==> src/rtl/seg_display_arbiter.sv <==
// seg_display_arbiter
//
// Shares one 4-digit multiplexed seven-segment display between two hex-value
// clients. A three-state arbiter (IDLE / OWN0 / OWN1) with a round-robin
// preference pointer and a minimum-ownership hold counter picks the owner.
// The owner's 16-bit value is sampled live and scanned out one digit at a
// time onto the active-low anode/segment pins.
//
// Ports:
//   clk    in   1   system clock
//   rstn   in   1   asynchronous active-low reset
//   req    in   2   level-sensitive request, bit i = client i
//   data0  in  16   client 0 value, [3:0] = rightmost digit
//   data1  in  16   client 1 value, same layout
//   gnt    out  2   registered one-hot grant (never 2'b11)
//   seg    out  7   registered active-low segments {g,f,e,d,c,b,a}
//   an     out  4   registered active-low anodes, an[0] = rightmost digit
//   dp     out  1   decimal point, active-low, always off (1)
//   busy   out  1   high while a client owns the display
//
// gnt and busy together fully encode the arbiter state (00/0 = IDLE,
// 01/1 = OWN0, 10/1 = OWN1), so they double as the FSM state observation.
//
// Handshake: req is a level, not a pulse. A client owns the display for as
// long as gnt[i] is high; it releases ownership by dropping req[i]. There is
// no ready/ack back-pressure: the grant is the only response.
//
// Optional feature macro: SEG_LEADING_ZERO_BLANK_EN
//   When defined, digits above the owner's most significant non-zero nibble
//   are blanked (anode still scanned, segments all off). Digit 0 is never
//   blanked. When undefined, all four digits always show their hex value.
//
// Parameters:
//   REFRESH_BITS  each digit is lit for 2**REFRESH_BITS cycles
//   HOLD_CYCLES   minimum ownership under contention, must be >= 1

module seg_display_arbiter #(
  parameter int REFRESH_BITS = 18,
  parameter int HOLD_CYCLES  = 25000000
) (
  input  logic        clk,
  input  logic        rstn,
  input  logic [1:0]  req,
  input  logic [15:0] data0,
  input  logic [15:0] data1,
  output logic [1:0]  gnt,
  output logic [6:0]  seg,
  output logic [3:0]  an,
  output logic        dp,
  output logic        busy
);

  // Hold counter only needs to represent HOLD_CYCLES-1.
  localparam int HOLD_W = (HOLD_CYCLES > 1) ? $clog2(HOLD_CYCLES) : 1;
  localparam logic [HOLD_W-1:0] HOLD_LOAD = HOLD_W'(HOLD_CYCLES - 1);
  localparam int DIV_W = REFRESH_BITS + 2;

  typedef enum logic [1:0] {
    S_IDLE = 2'd0,
    S_OWN0 = 2'd1,
    S_OWN1 = 2'd2
  } state_e;

  // --------------------------------------------------------------------------
  // Arbiter state
  // --------------------------------------------------------------------------
  state_e              state_q, state_d;
  logic                rr_q, rr_d;
  logic [HOLD_W-1:0]   hold_q, hold_d;
  logic [1:0]          gnt_d;
  logic                busy_d;

  // Hold counter value for a stay cycle: count down, stop at zero.
  logic [HOLD_W-1:0]   hold_dec;
  assign hold_dec = (hold_q == '0) ? '0 : (hold_q - HOLD_W'(1));

  always_comb begin
    state_d = state_q;
    rr_d    = rr_q;
    hold_d  = hold_q;

    case (state_q)
      S_IDLE: begin
        // A single requester wins outright; a tie goes to the rr pointer.
        if (req == 2'b01 || (req == 2'b11 && !rr_q)) begin
          state_d = S_OWN0;
          hold_d  = HOLD_LOAD;
          rr_d    = 1'b1;
        end else if (req == 2'b10 || (req == 2'b11 && rr_q)) begin
          state_d = S_OWN1;
          hold_d  = HOLD_LOAD;
          rr_d    = 1'b0;
        end
      end

      S_OWN0: begin
        // Owner release beats everything, even an unexpired hold.
        if (!req[0]) begin
          state_d = S_IDLE;
          hold_d  = '0;
        end else if (hold_q == '0 && req[1]) begin
          // Direct hand-over, no IDLE bubble between owners.
          state_d = S_OWN1;
          hold_d  = HOLD_LOAD;
          rr_d    = 1'b0;
        end else begin
          hold_d  = hold_dec;
        end
      end

      S_OWN1: begin
        if (!req[1]) begin
          state_d = S_IDLE;
          hold_d  = '0;
        end else if (hold_q == '0 && req[0]) begin
          state_d = S_OWN0;
          hold_d  = HOLD_LOAD;
          rr_d    = 1'b1;
        end else begin
          hold_d  = hold_dec;
        end
      end

      default: begin
        state_d = S_IDLE;
        hold_d  = '0;
      end
    endcase
  end

  // Outputs are decoded from the next state so they change on the same edge
  // as the state register.
  always_comb begin
    gnt_d  = 2'b00;
    busy_d = 1'b0;
    case (state_d)
      S_OWN0: begin
        gnt_d  = 2'b01;
        busy_d = 1'b1;
      end
      S_OWN1: begin
        gnt_d  = 2'b10;
        busy_d = 1'b1;
      end
      default: begin
        gnt_d  = 2'b00;
        busy_d = 1'b0;
      end
    endcase
  end

  always_ff @(posedge clk or negedge rstn) begin
    if (!rstn) begin
      state_q <= S_IDLE;
      rr_q    <= 1'b0;
      hold_q  <= '0;
      gnt     <= 2'b00;
      busy    <= 1'b0;
    end else begin
      state_q <= state_d;
      rr_q    <= rr_d;
      hold_q  <= hold_d;
      gnt     <= gnt_d;
      busy    <= busy_d;
    end
  end

  // --------------------------------------------------------------------------
  // Scan / display path
  // --------------------------------------------------------------------------
  logic [DIV_W-1:0] clkdiv_q, clkdiv_d;
  logic [1:0]       digit_sel;
  logic [15:0]      owner_data;
  logic [3:0]       nibble;
  logic             digit_blank;
  logic [6:0]       seg_d;
  logic [3:0]       an_d;

  assign clkdiv_d  = clkdiv_q + DIV_W'(1);
  assign digit_sel = clkdiv_q[DIV_W-1 -: 2];

  // Display follows the registered state, so a grant change reaches the pins
  // one edge after gnt does.
  assign owner_data = (state_q == S_OWN1) ? data1 : data0;
  assign nibble     = owner_data[{digit_sel, 2'b00} +: 4];

`ifdef SEG_LEADING_ZERO_BLANK_EN
  // Index of the most significant non-zero nibble; zero when the value is 0,
  // which keeps digit 0 lit so 0x0000 shows a single "0".
  logic [1:0] msd_idx;
  always_comb begin
    msd_idx = 2'd0;
    for (int i = 1; i < 4; i++) begin
      if (owner_data[i*4 +: 4] != 4'h0) begin
        msd_idx = 2'(i);
      end
    end
  end
  assign digit_blank = (digit_sel > msd_idx);
`else
  assign digit_blank = 1'b0;
`endif

  function automatic logic [6:0] hex7(input logic [3:0] n);
    logic [6:0] s;
    case (n)
      4'h0: s = 7'b1000000;
      4'h1: s = 7'b1111001;
      4'h2: s = 7'b0100100;
      4'h3: s = 7'b0110000;
      4'h4: s = 7'b0011001;
      4'h5: s = 7'b0010010;
      4'h6: s = 7'b0000010;
      4'h7: s = 7'b1111000;
      4'h8: s = 7'b0000000;
      4'h9: s = 7'b0010000;
      4'hA: s = 7'b0001000;
      4'hB: s = 7'b0000011;
      4'hC: s = 7'b1000110;
      4'hD: s = 7'b0100001;
      4'hE: s = 7'b0000110;
      default: s = 7'b0001110;
    endcase
    return s;
  endfunction

  always_comb begin
    an_d  = 4'b1111;
    seg_d = 7'b1111111;
    if (state_q != S_IDLE) begin
      an_d  = ~(4'b0001 << digit_sel);
      seg_d = digit_blank ? 7'b1111111 : hex7(nibble);
    end
  end

  // The scan counter free-runs in every state, including IDLE.
  always_ff @(posedge clk or negedge rstn) begin
    if (!rstn) begin
      clkdiv_q <= '0;
      an       <= 4'b1111;
      seg      <= 7'b1111111;
    end else begin
      clkdiv_q <= clkdiv_d;
      an       <= an_d;
      seg      <= seg_d;
    end
  end

  assign dp = 1'b1;

endmodule

==> config.mk <==
export PLATFORM = sky130hd
export DESIGN_NAME = seg_display_arbiter
export DESIGN_NICKNAME = d
export VERILOG_FILES = /design/src/rtl/seg_display_arbiter.sv
export SDC_FILE = /design/constraint.sdc
export NUM_CORES = 1
export LEC_CHECK = 0
export BUFFER_PORTS_ARGS = -buffer_cell sky130_fd_sc_hd__buf_4
export CORE_ASPECT_RATIO = 1.2
export CORE_MARGIN = 4
export CORE_UTILIZATION = 58
export CTS_CLUSTER_DIAMETER = 150
export DETAILED_ROUTE_END_ITERATION = 8
export PLACE_DENSITY = 0.85
export SETUP_SLACK_MARGIN = 0.4
export SLEW_MARGIN = 20
export SYNTH_ARGS = -nofsm -noshare
export SYNTH_HDL_FRONTEND = slang
export SYNTH_SLANG_ARGS = --single-unit
==> constraint.sdc <==
create_clock -name clk -period 2.7 [get_ports clk]
set_input_delay 0.405 -clock clk [delete_from_list [all_inputs] [get_ports clk]]
set_output_delay 0.405 -clock clk [all_outputs]
set_load 0.03 [all_outputs]
==> results.cfg, run 1 <==
[global_route]
grt_pass1_wl_um = 14900
grt-ovfl-total = 0
grt_pass1_vias = 3150
grt_usage_pct = 24.6
grt_max_degree = 63
antenna_found_initial = 0

[clock_tree]
clock_latency_ps = 340
clock-root-buffer = clkbuf_8
cts_tree = yes
cts_buffers = 9
clkTransAtPathRegs_ps = 80
htreeDepth = 3
max-clock-path-buffers = 2
cts_sinks = 62

[critical_path]
critical_path.max_fanout = 12
ff2ff_path_depth = 6
r2r-start = clkdiv_q[19]
cp.arrival_ps = 2530
start_kind = register
crit_path_max_incr_delay_ps = 570
reg2reg_to = seg[3]
crit_chain = mux2i_1 -> mux4_2 -> ha_1 -> inv_1 -> mux2_2 -> a211o_1
cp_data_required_time_ps = 2970
cp-end-kind = register
critical_path_class = register to register
cpMaxStageDelayCell = dfrtp_4
r2r_setup_slack_ps = 440

[power_and_ir_drop]
switching_share_pct = 42.8
power.switching_uw = 2040
clkPwrFrac_pct = 17.3
p_seq_share_pct = 31.9
p_leak_uw = 0.00202
ir_worst_vdd_uv = 634
comb_power_share_pct = 50.8
p_int_uw = 2720
power.density_nw_per_um2 = 1020

[yosys]
synth.top_cell.area_share_pct = 33.9
synth_cell_type_count = 61
synth.area.top_cells = dfrtp_1 (34%), dfstp_2 (7.7%), ha_1 (4.6%)
syn_inst = 386
yosysWarnings = 0
synth_edf_count = 0
synthFlopType = dfrtp_1
synthArstFlopShare_pct = 100
yosys_register_bits = 62
syn_area_um2 = 3770
yosys.area.top_type = dfrtp_1
syn_nets = 436
syn_avg_cell_area_um2 = 9.76
synth-seq-area-share_pct = 41.5

[sta]
tns_ps = 0
grt_setup_unrepaired = false
period_needed_ps = 2260
final_max_slew_viol_count = 0
worst_pin_slew_ps = 763
fin_skew_ps = 10.3
slew_headroom_pct = 49.1
hold_viol = 0
fmax_ghz = 0.443
setup_viol = 0
period_share_pct = 83.6

[floorplan]
start_util_pct = 61.1
die_h_um = 96.3
rows = 31
die_w_um = 81.6
placeableCoreArea_um2 = 6170
io_pins = 51
dieArea_um2 = 7850

[route]
vias = 3370
routedWlPerCell_um = 17.4
via_per_inst = 6.23
drt_iter0_drc = 396
drt_wl_total_um = 9420
route.detailed.drc = 0
detail-route-antenna-nets = 0
firstDrtPassIters = 5

[cells_and_area]
utilization_pct = 75.5
seqCellArea_um2 = 1570
drive_above_1_share_pct = 31.6
nets = 504
fillerInstances = 414
diodes = 0
syn_to_final_growth_pct = 23.6
multiInputGateArea_um2 = 2140

[hold_path]
hp-class = primary input to async pin

[placement]
io_buffer_count = 49
dp_hpwl_um = 6320
gp_congestion = 0.879

[run_status]
status = finished, final reports clean

[run]
max_cap_viol_count = 0
## routing by layer
layer | GRT usage, % | wire length [µm]
met5 | 0 | 0
met4 | 13.0 | 223
met3 | 4.31 | 661
met2 | 40.1 | 4730
met1 | 31.1 | 3810
## timing repair
action,in CTS,in global routing
setup buffers,1,14
endpoints found under the setup margin,15,15
hold buffers,0,0
pin swaps,0,3
resized for setup,11,15
## Yosys cell counts, types with 3 or more instances
library cell,number
or4_1,3
buf_4,4
a211o_1,4
or2_2,4
a21boi_0,3
dfrtp_1,51
or3_1,3
dfstp_2,11
nor2b_1,4
nand4_1,5
nor3_1,13
a31oi_1,15
nand2_1,30
a211oi_1,3
nor4_1,4
o21a_1,3
nand3_1,18
mux2_2,4
inv_1,17
a21oi_1,17
clkbuf_1,9
xor2_1,3
o21ai_0,13
and3_1,5
and2_1,3
o22ai_1,5
buf_2,5
a221o_1,4
mux4_2,5
nand2b_1,4
xnor2_1,15
ha_1,14
and4_1,4
nor2_1,26
o31ai_1,4
mux2i_1,17
## cells in the final DEF, fill, tap and decap left out, types with 9 or more instances in the layout
master and count:
a21oi_1 16, nand2_1 30, ha_1 10, mux2i_1 17, inv_1 14, dfstp_2 11
buf_4 77, xnor2_1 15, clkbuf_8 9, nor3_1 12, dfrtp_1 46, o21ai_0 13
nor2_1 26, nand3_1 18, a31oi_1 15
## worst max-delay path: cells and delay by family, from the launching register on
family | cells | cell delay (ps)
mux | 3 | 970
buf+inv | 1 | 50
flops | 1 | 570
compound gates | 1 | 290
fa+ha+maj | 1 | 310
## flip-flops by register name, summed over array words and instances (netlist names)
name / cells
state_q: 2
rr_q: 1
clkdiv_q: 20
gnt: 2
hold_q: 25
an: 4
busy: 1
seg: 7
## stage by stage
stage / setup WS, ps / total power [µW] / std cells / hold WS [ps] / instance area, µm²
2_1_floorplan: 402 / 2990 / 386 / 109 / 3780
3_3_place_gp: 220 / 3520 / 510 / 455 / 4260
3_5_place_dp: 132 / 3590 / 510 / 463 / 4260
4_1_cts: 374 / 4490 / 527 / 155 / 4500
5_1_grt: 397 / 5050 / 541 / 194 / 4660
6_report: 443 / 4760 / 541 / 138 / 4660
## logic make-up (layout without fill, tap and decap cells)
group                      after synthesis  after routing  share of synthesized area (%)
buffers and inverters                   37            110                           4.25
adders and majority gates               14             14                           4.65
AOI/OAI and AO/OA                       90             90                           16.2
xor gates and xnor gates                18             18                           4.18
muxes                                   26             26                           8.70
DFF                                     62             62                           41.5
other                                    1              1                         0.0995
and+or+nand+nor                        138            138                           20.3
## power by group through the flow
| stage | registers (µW) | clock network (µW) | logic [µW] |
|---|---|---|---|
| floorplan | 1620 | 0 | 1370 |
| global route | 1550 | 886 | 2620 |
| CTS | 1510 | 832 | 2140 |
| detailed placement | 1510 | 0 | 2080 |
| finish | 1520 | 823 | 2410 |
| global placement | 1500 | 0 | 2020 |
## final cells by class
cell class / count / share of cell area [%]
tap: 82 / 2.20
multi-input combinational: 287 / 46.0
sequential: 62 / 33.8
clock inverter: 7 / 1.56
clock buffer: 9 / 2.66
inverter: 17 / 1.37
timing repair buffer: 77 / 12.4
## how the worst max path moves through the flow
stage                             from    endpoint  slack [ps]
after floorplan             hold_q[20]        busy         400
after global placement    clkdiv_q[19]      seg[4]         220
after detailed placement    state_q[0]      seg[4]         130
after CTS                   state_q[0]      seg[4]         370
after global routing         hold_q[0]  hold_q[13]         400
final                     clkdiv_q[19]      seg[3]         440
No activity file was read; power rests on OpenSTA's default activity.
==> run 2: changes to the inputs <==
Settings changed: CORE_UTILIZATION 58 to 52, PLACE_DENSITY 0.85 to 0.81.
Clock period 2.7 ns to 1.9 ns, I/O delays scaled along.
==> run 2 against run 1 <==
  * The flow now finishes with violations (design-rule violations, negative setup slack)
  * Critical path depth unchanged
  * Non-clock buffer count up 115
  * Critical path type unchanged
  * Routed wire length up 140%
  * Critical endpoint is now hold_q[13]
  * Core utilization up 15 points
  * Highest routed layer is now met5
  * Global-route usage up 15 points
==> results.cfg, run 2 (synthesized netlist as in run 1, its figures left out) <==
[cells_and_area]
nets = 620
layout.cells.non_filler = 663
fillerInstances = 213
syn_to_final_growth_pct = 67.1
layout_commonest_cell = buf_4
mostFrequentLayoutCells = buf_4 (149), dfrtp_1 (47), buf_6 (34), nand2_1 (28), nor2_1 (19)
top_register = hold_q
drive_above_1_share_pct = 59.7
largest_reg_flops = 25
fin_area_um2 = 6300
top_regs = hold_q (25), clkdiv_q (20), seg (7)

[critical_path]
cp.arrival_ps = 2990
r2r-start = hold_q[23]
critical_path_class = register to register
critical_path.max_fanout = 3
start_kind = register
r2r_setup_slack_ps = -850
worstSetupStartpoint = hold_q[23]
cp-end-kind = register
cp_data_required_time_ps = 2130

[floorplan]
io_pins = 51
placeableCoreArea_um2 = 6940
die_w_um = 85.7
dieArea_um2 = 8680
die_h_um = 101
rows = 33
start_util_pct = 54.3

[run_status]
status = finished, violations left
violations = design-rule violations, negative setup slack

[sta]
fin_skew_ps = 18.6
grt_setup_unrepaired = true
period_needed_ps = 2750
worst_pin_slew_ps = 750
final_max_slew_viol_count = 0
fmax_ghz = 0.363
finalHoldWorstSlack_ps = 431
setup_viol = 38
fin_ws_ps = -853
period_share_pct = 145
slew_headroom_pct = 49.6
hold_viol = 0

[route]
drt_wl_total_um = 22700
route.detailed.drc = 125
detail-route-antenna-nets = 0
vias = 5178
via_per_inst = 7.81
routedWlPerCell_um = 34.2
drt_iter0_drc = 936
firstDrtPassIters = 9

[power_and_ir_drop]
power.density_nw_per_um2 = 1700
clkPwrFrac_pct = 10.8
switching_share_pct = 48.9
p_total_uw = 10700
ir_worst_vdd_uv = 1360
p_leak_uw = 0.00277
p_int_uw = 5470
p_seq_share_pct = 20.3
power.switching_uw = 5240
comb_power_share_pct = 68.9

[run]
max_cap_viol_count = 0

[clock_tree]
clock_latency_ps = 370
clkTransAtPathRegs_ps = 80
cts_buffers = 9
clock-root-buffer = clkbuf_8
cts_sinks = 62
cts_tree = yes
max-clock-path-buffers = 2
htreeDepth = 3

[global_route]
antenna_found_initial = 3
grt_usage_pct = 39.2
grt-ovfl-total = 0
grt_max_degree = 33
grt_pass1_vias = 4621
grt_pass1_wl_um = 25700

[placement]
dp_hpwl_um = 7930
preCtsSetupSlack_ps = -271
gp_congestion = 0.955
dpl_cell_area_um2 = 5040
io_buffer_count = 49
numPlacedInstances = 595

[hold_path]
hp-class = primary input to async pin
-- run 2: power groups by stage --
stage / Sequential [µW] / Combinational [µW] / Clock [µW]
4_1_cts: 2070 / 5420 / 1090
5_1_grt: 2170 / 7490 / 1200
3_5_place_dp: 2040 / 4380 / 0
6_report: 2180 / 7380 / 1160
2_1_floorplan: 2320 / 2310 / 0
3_3_place_gp: 2030 / 4220 / 0
-- run 2: what timing repair did --
item | CTS | global route
hold endpoints to repair | 22 | 0
hold buffers | 1 | 0
pin swaps | 44 | 35
buffers inserted | 24 | 23
gates cloned | 3 | 0
setup endpoints to repair | 43 | 50
resized for setup | 100 | 51
-- run 2: worst paths after layout --
check | depth (start not counted) | end
max | 6 | hold_q[13]
min | 2 | state_q[0]
max reg2reg | 6 | hold_q[13]
min reg2reg | 1 | clkdiv_q[10]
max in group asynchronous | 3 | an[3]
min in group clk | 1 | clkdiv_q[10]
-- run 2: layer usage --
layer	vias up	share of wire, %	global-route usage, %
li1	1799	-	-
met1	2315	30	45.3
met2	737	42	65.9
met3	325	16	8.95
met4	2	12	24.0
met5	-	0.15	0
-- run 2: worst max-delay path: stages, from the launching register on --
cell	delay (ps)
dfrtp_1	420
buf_4	170
nor3_1	630
nand4_1	310
or4_4	590
a21o_1	190
a221o_1	320
-- run 2: layout make-up --
cell class	instances	area [µm²]	share of cell area [%]
Tap cell	87	109	1.73
Inverter	17	68.8	1.09
Multi-Input combinational cell	288	2690	42.7
Sequential cell	62	1570	24.9
Antenna cell	1	2.50	0.0397
Clock buffer	9	124	1.97
Timing Repair Buffer	192	1670	26.6
Clock inverter	7	57.6	0.914
-- run 2: through the flow --
| step | TNS, ps | util (%) |
|---|---|---|
| after floorplan | -2420 | - |
| after global placement | -3880 | 72.6 |
| after detailed placement | -5520 | 72.6 |
| after CTS | -2830 | 84.7 |
| after global routing | -20930 | 90.8 |
| final | -19380 | 90.8 |
